### config.mk
export PLATFORM = sky130hd
export DESIGN_NAME = airi5c_wb_arbiter
export DESIGN_NICKNAME = d
export VERILOG_FILES = /design/src/rtl/airi5c_wb_arbiter.sv
export SDC_FILE = /design/constraint.sdc
export NUM_CORES = 1
export LEC_CHECK = 0
export CELL_PAD_IN_SITES_DETAIL_PLACEMENT = 1
export CELL_PAD_IN_SITES_GLOBAL_PLACEMENT = 1
export CORE_MARGIN = 3
export CORE_UTILIZATION = 30
export CTS_BUF_LIST = sky130_fd_sc_hd__clkbuf_8
export DETAILED_ROUTE_END_ITERATION = 16
export PLACE_DENSITY_LB_ADDON = 0.1
export SLEW_MARGIN = 20
export SYNTH_ARGS = -nofsm -noshare
export SYNTH_HDL_FRONTEND = slang
export SYNTH_SLANG_ARGS = --single-unit
export TNS_END_PERCENT = 30
### constraint.sdc
create_clock -name clk_i -period 5.92 [get_ports clk_i]
set_input_delay 0.888 -clock clk_i [delete_from_list [all_inputs] [get_ports clk_i]]
set_output_delay 0.888 -clock clk_i [all_outputs]
set_load 0.03 [all_outputs]
### src/rtl/airi5c_wb_arbiter.sv
// Writeback arbiter: merges pipeline and long-latency results onto the RF port.
// Optional AIRI5C_WB_PERF_CNT_EN adds a saturating drain-stall counter.
module airi5c_wb_arbiter #(
   parameter int FIFO_DEPTH     = 2,
   parameter int XPR_LEN        = 32,
   parameter int REG_ADDR_WIDTH = 5
) (
   input  logic                      clk_i,
   input  logic                      rst_ni,
   input  logic                      pipe_wen_i,
   input  logic [REG_ADDR_WIDTH-1:0] pipe_wa_i,
   input  logic [XPR_LEN-1:0]        pipe_wd_i,
   input  logic [XPR_LEN-1:0]        pipe_wd2_i,
   input  logic                      pipe_rd64_i,
   input  logic                      ll_issue_i,
   input  logic [REG_ADDR_WIDTH-1:0] ll_issue_rd_i,
   input  logic                      ll_valid_i,
   output logic                      ll_ready_o,
   input  logic [REG_ADDR_WIDTH-1:0] ll_wa_i,
   input  logic [XPR_LEN-1:0]        ll_wd_i,
   input  logic                      dm_wen_i,
   input  logic [REG_ADDR_WIDTH-1:0] chk_ra1_i,
   input  logic [REG_ADDR_WIDTH-1:0] chk_ra2_i,
   input  logic [REG_ADDR_WIDTH-1:0] chk_wa_i,
   output logic                      hazard_o,
   output logic                      rf_wen_o,
   output logic [REG_ADDR_WIDTH-1:0] rf_wa_o,
   output logic [XPR_LEN-1:0]        rf_wd_o,
   output logic [XPR_LEN-1:0]        rf_wd2_o,
   output logic                      rf_rd64_o,
   output logic [$clog2(FIFO_DEPTH):0] fifo_count_o
`ifdef AIRI5C_WB_PERF_CNT_EN
   ,
   output logic [15:0]               drain_stall_cnt_o
`endif
);

   localparam int AW   = $clog2(FIFO_DEPTH);
   localparam int CW   = AW + 1;
   localparam int NREG = 1 << REG_ADDR_WIDTH;

   typedef struct packed {
      logic [REG_ADDR_WIDTH-1:0] wa;
      logic [XPR_LEN-1:0]        wd;
   } ll_ent_t;

   ll_ent_t           mem [FIFO_DEPTH];
   ll_ent_t           head;
   logic [AW-1:0]     rd_ptr;
   logic [AW-1:0]     wr_ptr;
   logic [CW-1:0]     count;
   logic              empty;
   logic              push;
   logic              pop;
   logic              sel_pipe;
   logic [NREG-1:0]   busy;
   logic [NREG-1:0]   busy_nxt;
   logic              issue_hit;

   // ---------------- FIFO ----------------
   assign empty      = (count == '0);
   assign ll_ready_o = (count != CW'(FIFO_DEPTH));
   assign push       = ll_valid_i & ll_ready_o;
   assign head       = mem[rd_ptr];

   // Debug writes own the port outright; pipeline beats the drain.
   assign sel_pipe = ~dm_wen_i & pipe_wen_i;
   assign pop      = ~dm_wen_i & ~pipe_wen_i & ~empty;

   always_ff @(posedge clk_i) begin
      if (push) begin
         mem[wr_ptr] <= '{wa: ll_wa_i, wd: ll_wd_i};
      end
   end

   always_ff @(posedge clk_i or negedge rst_ni) begin
      if (!rst_ni) begin
         rd_ptr <= '0;
         wr_ptr <= '0;
         count  <= '0;
      end else begin
         if (push) wr_ptr <= wr_ptr + 1'b1;
         if (pop)  rd_ptr <= rd_ptr + 1'b1;
         unique case ({push, pop})
            2'b10:   count <= count + 1'b1;
            2'b01:   count <= count - 1'b1;
            default: count <= count;
         endcase
      end
   end

   assign fifo_count_o = count;

   // ---------------- RF write port ----------------
   always_ff @(posedge clk_i or negedge rst_ni) begin
      if (!rst_ni) begin
         rf_wen_o  <= 1'b0;
         rf_wa_o   <= '0;
         rf_wd_o   <= '0;
         rf_wd2_o  <= '0;
         rf_rd64_o <= 1'b0;
      end else if (sel_pipe) begin
         rf_wen_o  <= 1'b1;
         rf_wa_o   <= pipe_wa_i;
         rf_wd_o   <= pipe_wd_i;
         rf_wd2_o  <= pipe_wd2_i;
         rf_rd64_o <= pipe_rd64_i;
      end else if (pop) begin
         rf_wen_o  <= 1'b1;
         rf_wa_o   <= head.wa;
         rf_wd_o   <= head.wd;
         rf_wd2_o  <= '0;
         rf_rd64_o <= 1'b0;
      end else begin
         rf_wen_o  <= 1'b0;
         rf_rd64_o <= 1'b0;
      end
   end

   // ---------------- Scoreboard ----------------
   always_comb begin
      busy_nxt = busy;
      if (pop) busy_nxt[head.wa] = 1'b0;
      // A fresh issue to the draining register must stay pending.
      if (ll_issue_i) busy_nxt[ll_issue_rd_i] = 1'b1;
      busy_nxt[0] = 1'b0;
   end

   always_ff @(posedge clk_i or negedge rst_ni) begin
      if (!rst_ni) busy <= '0;
      else         busy <= busy_nxt;
   end

   assign issue_hit = ll_issue_i
                    & (ll_issue_rd_i != '0)
                    & ((ll_issue_rd_i == chk_ra1_i)
                     | (ll_issue_rd_i == chk_ra2_i)
                     | (ll_issue_rd_i == chk_wa_i));

   assign hazard_o = busy[chk_ra1_i]
                   | busy[chk_ra2_i]
                   | busy[chk_wa_i]
                   | issue_hit;

`ifdef AIRI5C_WB_PERF_CNT_EN
   always_ff @(posedge clk_i or negedge rst_ni) begin
      if (!rst_ni) begin
         drain_stall_cnt_o <= '0;
      end else if (~empty & (dm_wen_i | pipe_wen_i)
                   & (drain_stall_cnt_o != 16'hFFFF)) begin
         drain_stall_cnt_o <= drain_stall_cnt_o + 16'd1;
      end
   end
`endif

endmodule

======== Word-level counts from Yosys, hierarchy flattened ========
Memory sizes are Yosys's and may differ from the RTL's.
Cells that the tools add are included.
W data, S select, Z words.
storage, ports and cells
  register bits after elaboration ......... 106
  latch bits .............................. 0
  memory bits (writable) .................. 74
  memory bits (read-only) ................. 0
  input bits .............................. 133
  output and inout bits ................... 75
  memories kept ........................... 1
memories
  name  depth  bits a word  read ports  clocked after memory_dff  write ports  line  RTL
  mem   2      37           1           0                         1            47    ll_ent_t mem [FIFO_DEPTH];
operators by class
  add/subtract/negate cells ............... 4
  multiply operators ...................... 0
  divide/modulo/power cells ............... 0
  order comparisons ....................... 7
  eq/ne operators ......................... 6
  shift operators ......................... 0
  muxes and demuxes ....................... 24
  bitwise logic cells ..................... 17
  reductions and logical operators ........ 6
operators by type and width
  operator               count
  $mux W32               6
  $and A32 B32 Y32       1
  $not A32 Y32           1
  $or A32 B32 Y32        1
  $lt A5 B6 Y1 const B   5
  $bmux W1 S5            3
  $eq A5 B5 Y1           3
  $demux W1 S5           2
  $ge A5 B1 Y1 const B   2
  $mux W1                10
  $mux W5                2
  $and A1 B1 Y1          6
  $or A1 B1 Y1           5
  $reduce_bool A5 Y1     1
  $pmux W2 S2            1
  $reduce_bool A2 Y1     2
  $not A1 Y1             3
  $add A1 B1 Y1 const B  2
  $add A2 B1 Y2 const B  1
  $eq A2 B1 Y1 const B   1
  $eq A2 B2 Y1 const B   1
  $logic_and A1 B1 Y1    2
  $logic_not A2 Y1       1
  $ne A2 B2 Y1 const B   1
  $sub A2 B1 Y2 const B  1

======== Longest topological paths before layout ========
Gate-level depths: netlist of run 1.
An unclocked memory read counts as a cell.
  word-level depth ........................ 10
  gate-level depth with buffers ........... 8

======== Least setup slack after synthesis of run 1 ========
No wires, ideal clock.
  kind .................................... input -> output
  from .................................... in chk_ra1_i[0]
  to ...................................... out hazard_o
  data arrival time ....................... 2,533 ps
  required time ........................... 5,032 ps
  slack ................................... 2,499 ps
  stages on the path ...................... 7
  path buffers ............................ 2
  cell sequence ........................... buf_6 -> buf_6 -> a2111oi_2 -> a311oi_1 -> a41oi_2 -> nand4_1 -> or4_1
on the way
  longest elaborated chain between the ends .. 5
  elaborated cells on any way between the ends .. 9
  classes of those cells .................. eq/ne: 1; mux: 2; bitwise: 6
RTL lines
  what                                                                  line      RTL
  start: declaration                                                    22        input logic [REG_ADDR_WIDTH-1:0] chk_ra1_i,
  $bmux W1 S5 / $eq A5 B5 Y1 (equally long branches)                    140, 136
  $mux W1 (not written as such) / $or A1 B1 Y1 (equally long branches)  140, 137
  $or A1 B1 Y1 (on tied branches)                                       141, 138
  $or A1 B1 Y1 / $and A1 B1 Y1 (equally long branches)                  142, 136
  $or A1 B1 Y1 (*)                                                      143       | issue_hit;
  end: declaration                                                      25        output logic hazard_o,
Every way passes the cells marked *; elsewhere a longest branch is shown, timed or not. The select of a mux whose other input is x is not followed.

======== Worst setup path in the final report of run 1 ========
  from .................................... in chk_ra1_i[2]
  to ...................................... out hazard_o
The elaborated chain is that of the path after synthesis.

==> flow_metrics.py, run 1 <==
metrics = {
    "setup_path": {
        "crit_arrival_ns": 3.95,
        "path_buf_inv": 2,
        "start_kind": "primary input",
        "max_stage_delay_ns": 0.84,
        "reg2reg_from": "rd_ptr",
        "cp.depth": 8,
        "worstSetupEndpoint": "hazard_o",
        "crit_type": "primary input to output pin",
        "crit_chain": "clkdlybuf4s50_1 -> mux2_2 -> a221oi_1 -> a2111oi_0 -> a21oi_1 -> nand4_1 -> or4_1 -> clkdlybuf4s50_1",
        "slowest_stage": "clkdlybuf4s50_1",
        "path_common_cell": "clkdlybuf4s50_1",
        "cp_data_required_time_ns": 5.03,
        "r2r_end": "busy[27]",
        "cp_top_family": "buffers and inverters",
        "end_kind": "output pin",
        "rr_worst_depth": 5,
        "regToRegSetupSlack_ns": 3.52,
        "cp-startpoint": "chk_ra1_i[2]",
        "critPathMaxFanout": 13,
    },
    "power_and_ir_drop": {
        "total_power_uw": 4360,
        "p_leak_uw": 0.00416,
        "power_density_nw_per_um2": 396,
        "max-vdd-ir-drop_v": 0.000163,
    },
    "floorplanning": {
        "die_w_um": 171,
        "core_area_um2": 26400,
        "io_pins": 208,
        "rows": 59,
        "dieArea_um2": 29300,
        "start_util_pct": 31.0,
        "die_h_um": 171,
    },
    "sta": {
        "setup_tns_ns": 0,
        "worst_slack_ns": 1.08,
        "slew_headroom_pct": 33.0,
        "setup_violations": 0,
        "fmax_mhz": 207,
        "slew_viol_final": 0,
        "hold_viol_final": 0,
        "worstMarginPinSlew_ns": 1.00,
        "min_period_over_period_pct": 81.7,
        "finalClockSkew_ns": 0.0180,
        "fin_crit_ns": 4.84,
        "grt_setup_unrepaired": "false",
    },
    "grt": {
        "grt_max_degree": 74,
        "grt_first_pass_wirelength_um": 38800,
        "grt_pass1_vias": 7006,
        "antenna_found_initial": 2,
        "grt_usage_pct": 16.9,
        "grt-ovfl-total": 0,
    },
    "clocking": {
        "tritoncts": "done",
        "cts_made_buffers": 17,
        "cts_setup_buffers": 0,
        "worstSkewPairLatency_ns": 0.45,
        "cts.htree.levels": 4,
        "postCtsHoldBufs": 0,
        "root_buffer": "clkbuf_8",
        "clk_pin_slew_ns": 0.10,
        "cts-resized-gates": 0,
        "clock-sinks": 180,
        "clk_path_buf_depth": 2,
    },
    "final_layout": {
        "seqCellArea_um2": 4880,
        "n_fill_cell": 2872,
        "area_growth_pct": 34.4,
        "num_antenna_cells": 0,
        "drive_above_1_share_pct": 7.74,
        "utilization_pct": 41.6,
        "nNetsFinal": 1051,
        "multiInputGateArea_um2": 3090,
    },
    "route": {
        "dr.pass1.iters": 4,
        "drc_errors": 0,
        "num_vias": 6345,
        "antenna_left": 0,
        "wl_um": 25000,
        "routed_via_density": 5.02,
        "drt-initial-drc-count": 349,
        "wl_per_cell_um": 19.8,
    },
    "synth": {
        "synthTopCellsByCount": "132 x o21ai_0, 114 x nand2_1, 106 x dfrtp_1, 74 x edfxtp_1, 49 x mux2i_1",
        "ys_warn_count": 0,
        "yosys_register_bits": 180,
        "syn_nets": 862,
        "syn-instance-count": 728,
        "synth_area_leaders": "dfrtp_1 32%, edfxtp_1 27%, o21ai_0 8.1%",
        "synthArstFlopShare_pct": 58.9,
        "yosysTopAreaCell": "dfrtp_1",
        "synth_most_common_cell": "o21ai_0",
        "syn_area_per_cell_um2": 11.2,
        "syn_area_um2": 8180,
        "synth_cell_types": 48,
        "ys.flop_type": "dfrtp_1",
        "synth-edff-count": 74,
        "ys_seq_area_share_pct": 59.6,
        "netlist.area_leader.share_pct": 32.4,
    },
    "job": {
        "cap_viol_max_count": 0,
    },
    "place": {
        "place_congestion": 0.856,
        "io_buffers": 207,
        "dpl.hpwl_um": 17900,
        "post-place-ws_ns": 1.06,
    },
    "worst_hold_path": {
        "hold_class": "primary input to async pin",
    },
    "outcome": {
        "status": "finished clean",
    },
}
[flip-flops by register name (all words and copies together) (netlist names)]
signal,cells
busy,31
fifo_count_o,2
mem,74
rd_ptr,1
rf_rd64_o,1
rf_wa_o,5
rf_wd2_o,32
rf_wd_o,32
rf_wen_o,1
wr_ptr,1
[cells in the final DEF (no fill, tap or decap), types with 2 or more instances in the layout]
cell / synthesis / layout
a2111oi_0: 6 / 6
a21oi_1: 40 / 40
a221oi_1: 2 / 2
a311oi_1: 2 / 2
a31oi_1: 2 / 2
buf_12: 0 / 2
buf_4: 0 / 8
clkbuf_8: 0 / 17
clkdlybuf4s50_1: 0 / 206
clkinv_4: 0 / 3
clkinv_8: 0 / 6
dfrtp_1: 106 / 105
edfxtp_1: 74 / 74
inv_1: 5 / 5
inv_6: 0 / 4
mux2_1: 2 / 2
mux2_2: 6 / 6
mux2_4: 2 / 2
mux2i_1: 49 / 49
mux4_1: 2 / 2
mux4_2: 9 / 9
nand2_1: 114 / 114
nand2b_1: 6 / 6
nand3_1: 11 / 11
nand3b_1: 6 / 6
nand4_1: 3 / 3
nand4b_1: 3 / 3
nor2_1: 44 / 43
nor2b_1: 10 / 9
nor3_1: 4 / 4
nor3b_1: 3 / 3
o21ai_0: 132 / 131
or3b_2: 3 / 3
xnor2_1: 10 / 10
xor2_1: 10 / 10
[per-layer routing]
layer	vias up	global-route usage (%)	wire, um
met4	4	5.00	412
met5	-	0	27
met2	164	28.2	12200
met3	34	4.53	1490
li1	2984	-	-
met1	3159	21.6	10900
[cell type report]
type / instances / share of cell area, %
Sequential cell: 180 / 44.3
Multi-Input combinational cell: 496 / 28.1
Timing Repair Buffer: 216 / 19.7
Tap cell: 335 / 3.81
Clock buffer: 17 / 2.13
Clock inverter: 15 / 1.76
Inverter: 6 / 0.205
[how the worst min path moves through the flow]
stage	cells past startpoint	to	slack (ns)	start
after floorplan	1	wr_ptr	0.46	wr_ptr
after global routing	1	rf_wd_o[4]	0.52	rst_ni
after CTS	1	rf_wd_o[4]	0.48	rst_ni
after global placement	2	rf_wd2_o[5]	0.52	rf_wd2_o[5]
final	1	busy[1]	0.49	rst_ni
after detailed placement	2	rf_wd2_o[6]	0.53	rf_wd2_o[6]
[logic make-up after synthesis]
group,synth area share (%)
simple gates,11.5
compound gates,13.0
flops,59.6
mux,10.6
buf+inv,2.97
xor+xnor,2.14
fa+ha+maj,0.153
[power by group]
part	internal, uW	leakage (uW)	switching, uW	total [uW]
Combinational	677	0.00196	860	1540
Sequential	1670	0.00199	284	1950
Clock	360	0.000212	510	870
[stage by stage]
step / hold WS, ns / cells / cell area (um^2)
2_1_floorplan: 0.461 / 728 / 8180
3_3_place_gp: 0.515 / 1231 / 10500
3_5_place_dp: 0.530 / 1233 / 10600
4_1_cts: 0.480 / 1265 / 11000
5_1_grt: 0.519 / 1265 / 11000
6_report: 0.487 / 1265 / 11000
[worst reg2reg max path, delay by kind of cell, from the launching register on]
family	cells	cell delay [ns]
buf+inv	1	0.54
flops	1	0.62
simple gates	1	0.28
compound gates	2	0.34
mux	1	0.50
Power figures use the tool's default switching activity.
==> run 2: changes to the inputs <==
clock period = 4.3 ns   (was 5.92 ns; I/O delays follow)
==> run 2 against run 1 <==
Net effect:
- setup slack got worse by 0.89 ns
- register-to-register slack got worse by 1.7 ns
- global-route usage rose by 0.27 points
- final cell count rose by 0.95%
- routed wire length rose by 0.57%
- design area rose by 0.89%
- critical path type unchanged
- largest cell class unchanged
- clock skew fell by 0.0023 ns
==> flow_metrics.py, run 2 (synthesis gave the netlist of run 1 again) <==
metrics = {
    "clocking": {
        "clk_pin_slew_ns": 0.11,
        "cts.htree.levels": 4,
        "cts-resized-gates": 0,
        "tritoncts": "done",
        "cts_setup_buffers": 0,
        "root_buffer": "clkbuf_8",
        "clk_path_buf_depth": 2,
        "clock-sinks": 180,
        "cts_made_buffers": 17,
        "postCtsHoldBufs": 0,
        "worstSkewPairLatency_ns": 0.45,
    },
    "route": {
        "num_vias": 6427,
        "wl_per_cell_um": 19.7,
        "drc_errors": 0,
        "drt-initial-drc-count": 421,
        "dr.pass1.iters": 4,
        "routed_via_density": 5.03,
        "antenna_left": 0,
        "wl_um": 25200,
    },
    "final_layout": {
        "top_register": "mem",
        "multiInputGateArea_um2": 3090,
        "area_growth_pct": 35.6,
        "final_cell_mix": "206 x clkdlybuf4s50_1, 131 x o21ai_0, 114 x nand2_1",
        "num_antenna_cells": 0,
        "mostFrequentLayoutCell": "clkdlybuf4s50_1",
        "n_fill_cell": 2898,
        "utilization_pct": 42.0,
        "largest_register_ffs": 74,
        "seqCellArea_um2": 4880,
        "drive_above_1_share_pct": 8.81,
        "top_regs": "mem x74, rf_wd2_o x32, rf_wd_o x32",
        "nNetsFinal": 1063,
    },
    "outcome": {
        "status": "finished clean",
    },
    "worst_hold_path": {
        "hold_class": "primary input to async pin",
    },
    "setup_path": {
        "crit_arrival_ns": 3.46,
        "crit_type": "primary input to output pin",
        "max_stage_delay_ns": 0.61,
        "start_kind": "primary input",
        "critPathMaxFanout": 8,
        "slowest_stage": "clkdlybuf4s50_1",
        "path_common_cell": "clkdlybuf4s50_1",
        "path_buf_inv": 3,
        "crit_chain": "clkdlybuf4s50_1 -> buf_4 -> mux4_2 -> nand2b_1 -> a2bb2oi_2 -> nand4_1 -> or4_1 -> clkdlybuf4s50_1",
        "end_kind": "output pin",
        "cp_top_family": "buffers and inverters",
        "cp_data_required_time_ns": 3.65,
    },
    "place": {
        "io_buffers": 207,
        "place_congestion": 0.820,
        "post-place-ws_ns": 0.170,
        "dpl.hpwl_um": 18500,
    },
    "sta": {
        "finalClockSkew_ns": 0.0157,
        "fin_crit_ns": 4.10,
        "setup_violations": 0,
        "grt_setup_unrepaired": "false",
        "min_period_over_period_pct": 95.4,
        "slew_headroom_pct": 33.2,
        "hold_viol_final": 0,
        "slew_viol_final": 0,
        "worstMarginPinSlew_ns": 1.00,
        "hold_ws_ns": 0.247,
        "fmax_mhz": 244,
        "setup_tns_ns": 0,
        "worst_slack_ns": 0.197,
    },
    "floorplanning": {
        "rows": 59,
        "io_pins": 208,
        "start_util_pct": 31.0,
        "die_h_um": 171,
        "core_area_um2": 26400,
        "die_w_um": 171,
        "dieArea_um2": 29300,
    },
    "grt": {
        "grt_pass1_vias": 7100,
        "grt_first_pass_wirelength_um": 39600,
        "grt_max_degree": 105,
        "grt_usage_pct": 17.2,
        "grt-ovfl-total": 0,
        "antenna_found_initial": 0,
    },
    "job": {
        "cap_viol_max_count": 0,
    },
    "power_and_ir_drop": {
        "power_density_nw_per_um2": 543,
        "p_leak_uw": 0.00422,
        "max-vdd-ir-drop_v": 0.000221,
    },
}
-- run 2: cell types whose count changed in the layout (fill, tap and decap cells not counted), sizes merged --
cell,delta
buf,+12
inv,+2
clkinvlp,+1
clkinv,-3
-- run 2: final cells by class --
cell class / count / share of cell area, %
Clock buffer: 17 / 2.11
Sequential cell: 180 / 43.9
Clock inverter: 15 / 1.75
Multi-Input combinational cell: 496 / 27.9
Inverter: 6 / 0.203
Timing Repair Buffer: 228 / 20.4
Tap cell: 335 / 3.78
-- run 2: metrics by stage --
| step | instance area [um^2] | power (uW) | cells |
|---|---|---|---|
| 5_1_grt | 11100 | 6420 | 1277 |
| 3_3_place_gp | 10600 | 4800 | 1244 |
| 6_report | 11100 | 6020 | 1277 |
| 2_1_floorplan | 8180 | 3890 | 728 |
| 3_5_place_dp | 10700 | 4900 | 1245 |
| 4_1_cts | 11100 | 6130 | 1277 |
-- run 2: worst paths after layout --
check	startpoint	to	slack [ns]	depth (start not counted)
min in group clk_i	rf_wd2_o[25]	rf_wd2_o[25]	0.54	2
worst max-delay path	chk_wa_i[2]	hazard_o	0.20	8
worst max register to register	fifo_count_o[0]	busy[26]	1.87	5
max in group asynchronous	rst_ni	fifo_count_o[1]	3.09	2
worst min-delay path	rst_ni	rf_wd_o[3]	0.25	1
worst min register to register	rf_wd2_o[25]	rf_wd2_o[25]	0.54	2
-- run 2: metal layers --
layer | global-route usage (%) | vias up | wire length, um
li1 | - | 3014 | -
met1 | 20.9 | 3227 | 10600
met2 | 30.0 | 167 | 12800
met3 | 5.01 | 19 | 1520
met4 | 4.09 | 0 | 290
met5 | 0 | - | 0
-- run 2: worst register-to-register path, delay by kind of cell (launching register included) --
kind | cells | cell delay, ns
AND/OR/NAND/NOR | 1 | 0.66
buffers and inverters | 1 | 0.71
flip-flops | 1 | 0.48
AO/OA/AOI/OAI | 3 | 0.50
-- run 2: report_power, final --
group	internal, uW	switching [uW]
clock network	499	701
registers	2300	416
logic	942	1170
total	3740	2290
==> run 3: changes to the inputs <==
SKIP_CTS_REPAIR_TIMING = 1   (was unset)
==> results of run 3 <==
Same layout as run 2: the final DEF is identical, and so are final timing and power.
